[src/rtl/lanzones_pkg.sv]
`default_nettype none
// ============================================================================
// Module      : lanzones_pkg
// Description : Shared types and constants for the lanzones instruction fetch.
// Revision    : 1.0 - initial release
// ============================================================================
package lanzones_pkg;

  localparam int XLEN = 32;
  localparam int ILEN = 32;
  localparam logic [XLEN-1:0] PC_STEP = 32'd4;
  localparam int WADDR_SHIFT = 2;

  typedef enum logic [0:0] {
    ST_IDLE = 1'b0,
    ST_REQ  = 1'b1
  } fetch_state_e;

  // Byte PC to word address toward the instruction memory.
  function automatic logic [XLEN-1:0] word_addr(input logic [XLEN-1:0] pc);
    return pc >> WADDR_SHIFT;
  endfunction

endpackage
`default_nettype wire

[src/rtl/lanzones_fetch_fifo.sv]
`default_nettype none
// ============================================================================
// Module      : lanzones_fetch_fifo
// Description : Synchronous FIFO holding fetched {pc,data} words, with flush.
//               Head is read straight from storage (no bypass).
// Revision    : 1.0 - initial release
// ============================================================================
module lanzones_fetch_fifo
  import lanzones_pkg::*;
#(
  parameter int DEPTH = 4,
  parameter int WIDTH = XLEN + ILEN
) (
  input  logic                     clk,
  input  logic                     rstn,
  input  logic                     push_i,
  input  logic [WIDTH-1:0]         data_i,
  input  logic                     pop_i,
  input  logic                     flush_i,
  output logic [WIDTH-1:0]         data_o,
  output logic                     valid_o,
  output logic [$clog2(DEPTH):0]   count_o
);

  localparam int AW = $clog2(DEPTH);
  localparam int CW = AW + 1;

  logic [WIDTH-1:0] mem_q [DEPTH];
  logic [AW-1:0]    wr_ptr_q;
  logic [AW-1:0]    rd_ptr_q;
  logic [CW-1:0]    count_q;
  logic             push_en;
  logic             pop_en;

  // A push into a full FIFO is only legal when the head leaves the same cycle.
  assign pop_en  = pop_i && (count_q != '0);
  assign push_en = push_i && ((count_q < CW'(DEPTH)) || pop_en);

  // Storage, pointers and occupancy; flush empties the FIFO outright.
  always_ff @(posedge clk or negedge rstn) begin
    if (!rstn) begin
      for (int i = 0; i < DEPTH; i++) mem_q[i] <= '0;
      wr_ptr_q <= '0;
      rd_ptr_q <= '0;
      count_q  <= '0;
    end else if (flush_i) begin
      wr_ptr_q <= '0;
      rd_ptr_q <= '0;
      count_q  <= '0;
    end else begin
      if (push_en) begin
        mem_q[wr_ptr_q] <= data_i;
        wr_ptr_q        <= wr_ptr_q + 1'b1;
      end
      if (pop_en) begin
        rd_ptr_q <= rd_ptr_q + 1'b1;
      end
      count_q <= count_q + CW'(push_en) - CW'(pop_en);
    end
  end

  assign data_o  = mem_q[rd_ptr_q];
  assign valid_o = (count_q != '0);
  assign count_o = count_q;

endmodule
`default_nettype wire

[src/rtl/lanzones_fetch.sv]
`default_nettype none
// ============================================================================
// Module      : lanzones_fetch
// Description : Instruction-fetch initiator. One read outstanding on the
//               R-channel, responses buffered in a PC-tagged FIFO, branch
//               redirects with discard of an in-flight response.
// Revision    : 1.0 - initial release
// ============================================================================
module lanzones_fetch
  import lanzones_pkg::*;
#(
  parameter int              DEPTH    = 4,
  parameter logic [XLEN-1:0] RESET_PC = 32'h0
) (
  input  logic            clk,
  input  logic            rstn,
  input  logic            LEn,
  output logic            RRdy,
  output logic [XLEN-1:0] RAddr,
  input  logic            RVld,
  input  logic [ILEN-1:0] RData,
  input  logic            RedirEn,
  input  logic [XLEN-1:0] RedirPc,
  output logic            IVld,
  input  logic            IRdy,
  output logic [ILEN-1:0] IData,
  output logic [XLEN-1:0] IPc
);

  localparam int CW = $clog2(DEPTH) + 1;

  fetch_state_e     state_q;
  logic             rrdy_q;
  logic [XLEN-1:0]  raddr_q;
  logic [XLEN-1:0]  pc_q;
  logic [XLEN-1:0]  pc_d;
  logic             kill_q;
  logic             kill_d;

  logic             resp;
  logic             push;
  logic             pop;
  logic [CW-1:0]    count;
  logic [CW-1:0]    count_nxt;
  logic             go;
  logic [XLEN+ILEN-1:0] fifo_dout;

  // A response only counts while a request is outstanding; killed or
  // redirect-cycle data is never stored.
  assign resp      = (state_q == ST_REQ) && RVld;
  assign push      = resp && !kill_q && !RedirEn;
  assign pop       = IVld && IRdy;
  // Room is judged on occupancy after this cycle, so the slot for the next
  // response is reserved at issue time.
  assign count_nxt = RedirEn ? '0 : (count + CW'(push) - CW'(pop));
  assign go        = LEn && (count_nxt < CW'(DEPTH));

  // Next request PC and kill flag.
  always_comb begin
    pc_d   = pc_q;
    kill_d = kill_q;
    if (RedirEn) begin
      pc_d   = RedirPc & ~32'h3;
      // An unanswered request cannot be withdrawn; mark its data for discard.
      kill_d = (state_q == ST_REQ) && !RVld;
    end else begin
      if (push) pc_d = pc_q + PC_STEP;
      if (resp) kill_d = 1'b0;
    end
  end

  // Request FSM with registered RRdy/RAddr.
  always_ff @(posedge clk or negedge rstn) begin
    if (!rstn) begin
      state_q <= ST_IDLE;
      rrdy_q  <= 1'b0;
      raddr_q <= word_addr(RESET_PC);
      pc_q    <= RESET_PC & ~32'h3;
      kill_q  <= 1'b0;
    end else begin
      pc_q   <= pc_d;
      kill_q <= kill_d;
      case (state_q)
        ST_IDLE: begin
          if (go) begin
            state_q <= ST_REQ;
            rrdy_q  <= 1'b1;
            raddr_q <= word_addr(pc_d);
          end
        end
        ST_REQ: begin
          if (RVld) begin
            if (go) begin
              raddr_q <= word_addr(pc_d);
            end else begin
              state_q <= ST_IDLE;
              rrdy_q  <= 1'b0;
            end
          end
        end
        default: begin
          state_q <= ST_IDLE;
          rrdy_q  <= 1'b0;
        end
      endcase
    end
  end

  lanzones_fetch_fifo #(
    .DEPTH (DEPTH),
    .WIDTH (XLEN + ILEN)
  ) u_fifo (
    .clk     (clk),
    .rstn    (rstn),
    .push_i  (push),
    .data_i  ({pc_q, RData}),
    .pop_i   (pop),
    .flush_i (RedirEn),
    .data_o  (fifo_dout),
    .valid_o (IVld),
    .count_o (count)
  );

  assign RRdy  = rrdy_q;
  assign RAddr = raddr_q;
  assign IPc   = fifo_dout[XLEN+ILEN-1:ILEN];
  assign IData = fifo_dout[ILEN-1:0];

endmodule
`default_nettype wire

[config.mk]
export PLATFORM = sky130hd
export DESIGN_NAME = lanzones_fetch
export DESIGN_NICKNAME = d
export VERILOG_FILES = /design/src/rtl/lanzones_pkg.sv /design/src/rtl/lanzones_fetch_fifo.sv /design/src/rtl/lanzones_fetch.sv
export SDC_FILE = /design/constraint.sdc
export NUM_CORES = 1
export LEC_CHECK = 0
export ABC_CLOCK_PERIOD_IN_PS = 3570
export BUFFER_PORTS_ARGS = -buffer_cell sky130_fd_sc_hd__clkbuf_2
export CAP_MARGIN = 0
export CORE_ASPECT_RATIO = 0.5
export CORE_UTILIZATION = 40
export CTS_BUF_LIST = sky130_fd_sc_hd__clkbuf_8
export CTS_CLUSTER_DIAMETER = 150
export DETAILED_ROUTE_END_ITERATION = 10
export PLACE_DENSITY = 0.69
export SLEW_MARGIN = 20
export SYNTH_ARGS = -nofsm -noshare
export SYNTH_HDL_FRONTEND = slang
export SYNTH_SLANG_ARGS = --single-unit
[constraint.sdc]
create_clock -name clk -period 3.57 [get_ports clk]
set_clock_uncertainty 0.1 [all_clocks]
set_input_delay 0.1785 -clock clk [delete_from_list [all_inputs] [get_ports clk]]
set_output_delay 0.1785 -clock clk [all_outputs]
set_load 0.05 [all_outputs]
==> results.md <==
* Status: finished, final reports clean
* CTS sink count at 318
* Worst Setup EP: RAddr[21]
* Buf/Inv on CP at 2
* CTS resizes at 0
* Final number of hold-violating endpoints at 0
* Clock Power Share at 22.3%
* Rel. slew slack at 25.9%
* DRT Wirelength at 34100 µm
* Via/cell ratio at 5.35
* Req. time, crit path at 3940 ps
* Worst setup EP type: flip-flop
* Peak supply drop at 0.366 mV
* DRC viols at 0
* Design area at 17300 µm²
* Area leader, netlist: dfrtp_1
* Power Internal at 8.75 mW
* Post-Syn Area per Cell at 14.2 µm²
* Pins over their slew limit at 0
* Hpwl dp at 22100 µm
* Yosys cell types at 53
* Post-Synthesis Cells at 998
* Worst hold slack at 167 ps
* Ranking of synthesized cells by area: dfrtp_1, mux2_2, mux4_2
* Area after DPL at 15600 µm²
* Post-synthesis async set-or-reset flop share at 100%
* GPL Wtd Cong at 0.773
* Area share of the largest cell type after synthesis at 56.0%
* Share of cells above drive strength 1 at 45.7%
* RSZ-0062 raised after global routing: no
* Place WS at 376 ps
* H-tree Lvls at 2
* Mapped cell area at 14200 µm²
* R2R cell count at 11
* GRT Overall Usage at 19.4%
* Switch Pwr at 6.07 mW
* Clock Latency Late Sink at 570 ps
* CP top delay family: simple AND/OR/NAND/NOR gates
* Final nets at 1297
* Starting Density at 41.0%
* Reg clk slew, reported paths at 70 ps
* Combinational share of power at 41.6%
* Post-synth EDFFs at 0
* Die extent in y at 135 µm
* Instance count on the critical path at 11
* Synth-to-layout area growth at 21.8%
* Crit path max-delay cell type: dfrtp_1
* Antenna diodes at 0
* Initial antenna violation count at 0
* Synth Flop Type: dfrtp_1
* Total power at 14.8 mW
* First-pass GRT wire length at 54800 µm
* Post-synthesis sequential area ratio at 56.0%
* FF-to-FF Start: u_fifo.count_o[1]
* I/O pin count at 168
* CTS tree: yes
* Pwr Density at 856 nW/µm²
* Most used cell along the critical path: ha_1
* Chip width at 269 µm
* Worst-path cell chain: or3_1 -> and2_1 -> ha_1 -> inv_1 -> ha_1 -> nor2b_1 -> a21o_1 -> a211o_1 -> buf_4 -> or2_2 -> o211ai_1
* Post-synth top cells: dfrtp_1, mux2_2, mux4_2
* Final critical path time including I/O delays and setup at 3210 ps
* Setup Crit Path Kind: reg -> reg
* Final ANT Viol Nets at 0
* Worst-Margin Slew at 1110 ps
* DR vias at 9257
* CP Launch Type: flip-flop
* Final period util at 90.0%
* Worst min-delay path category: in -> reg
* Largest net degree at the start of global routing at 116
* Worst setup margin at 355 ps
* Number of CTS-inserted buffers at 48
* Seq pwr share at 36.2%
* Total of max-cap violations at 0
* Routed len/inst at 19.7 µm
* Max Freq at 0.311 GHz
* CP Max Fanout at 24
* Number of global-route vias before repair at 10100
* Yosys warning total at 0
* Clock Path Buffers at 3
* IO Port Bufs at 161
* Setup TNS at 0 ps
* Most frequent cell after synthesis: dfrtp_1
* Leak pwr at 8.13 nW
* TritonRoute pass-1 iters at 5
* Row count at 48
* Filler cells at 2989
* Setup Viol. Count Final at 0
* Reg2Reg Setup Slack at 360 ps
* #FFs+latches synth at 318
* Grt ovf at 0
* CP arrival at 3590 ps
* Max incr delay on CP at 430 ps
* Switching part of the total at 41.0%
* Critical path launch point: u_fifo.count_o[1]
* Core area at 34700 µm²
* Number of DRC markers in iteration 0 at 457
* Die ar. at 36300 µm²
* Clk root buf: clkbuf_8
* FF-to-FF End: RAddr[21]
-- flip-flops by register name, indices dropped and copies added, names as in the netlist --
| register | count |
|---|---|
| RAddr | 30 |
| u_fifo.count_o | 3 |
| u_fifo.wr_ptr_q | 2 |
| u_fifo.mem_q | 248 |
| u_fifo.rd_ptr_q | 2 |
| RRdy | 1 |
| pc_q | 30 |
| kill_q | 1 |
| state_q | 1 |
-- worst min path at each step --
stage | start | to | slack [ps] | cells after the start
after floorplan | rstn | RAddr[0] | -220 | 0
after global placement | rstn | RAddr[6] | 190 | 1
after detailed placement | rstn | pc_q[2] | 220 | 1
after CTS | RedirEn | u_fifo.count_o[0] | 140 | 3
after global routing | RedirEn | u_fifo.count_o[1] | 180 | 3
final | RedirEn | u_fifo.count_o[0] | 170 | 3
-- logic make-up after synthesis --
family	after synthesis	share of synthesized area, %
fa+ha+maj	9	0.845
buf+inv	90	2.54
other cells	1	0.0264
flops	318	56.0
xor+xnor	19	1.17
mux	314	29.8
simple gates	173	6.27
compound gates	74	3.41
-- power groups by stage --
| stage | registers, mW | clock network (mW) | logic (mW) |
|---|---|---|---|
| after global routing | 5.49 | 3.55 | 6.50 |
| after floorplan | 5.70 | 0 | 4.31 |
| after global placement | 5.30 | 0 | 6.04 |
| final | 5.36 | 3.30 | 6.16 |
| after CTS | 5.35 | 3.37 | 6.25 |
| after detailed placement | 5.42 | 0 | 6.18 |
-- metal layers --
metal,GRT usage [%],vias up,wire length (µm)
met5,0,-,0
li1,-,4102,-
met1,25.1,4910,14700
met4,6.79,0,898
met3,3.62,66,1270
met2,32.9,179,17300
-- worst reg2reg max path, stage by stage, from the launching register on --
cell	delay [ps]
dfrtp_1	430
or3_1	410
and2_1	210
ha_1	230
inv_1	70
ha_1	210
nor2b_1	140
a21o_1	200
a211o_1	270
buf_4	240
or2_2	370
o211ai_1	230
-- per-stage QoR --
stage                     std cells  util (%)
after floorplan                1001         -
after global placement         1577      44.9
after detailed placement       1577      44.9
after CTS                      1730      49.9
after global routing           1730      49.9
final                          1730      49.9
-- cell type report --
type	count	area, µm²	area share, %
Clock buffer	60	826	4.77
Multi-Input combinational cell	593	5940	34.3
Tap cell	475	594	3.43
Clock inverter	27	246	1.42
Sequential cell	318	7960	46.0
Timing Repair Buffer	241	1680	9.71
Inverter	16	60.1	0.347
-- cell usage in the layout, fill, tap and decap left out, types with 3 or more instances in the layout --
cell,n
ha_1,8
bufinv_16,5
buf_4,6
nor2b_1,8
or4_1,5
xor2_1,12
inv_1,32
nand2_4,4
nand4_1,16
mux4_2,62
dfrtp_1,316
o31ai_1,8
nand2b_1,3
o31a_1,4
dlygate4sd3_1,66
a21oi_1,9
o21ai_0,30
xnor2_1,7
clkbuf_2,160
and2_1,4
a31o_2,3
nor4_1,9
nor2_1,24
conb_1,4
buf_12,8
nand3_1,21
mux2_2,251
o211ai_1,4
clkinv_2,4
clkbuf_8,60
nand2_1,56
nor3_1,8
-- repair_timing --
action | in CTS | in global routing
endpoints found under the setup margin | 0 | 0
setup buffers | 0 | 0
hold buffers | 66 | 0
endpoints found under the hold margin | 304 | 0
(Power assumes the default switching activity.)
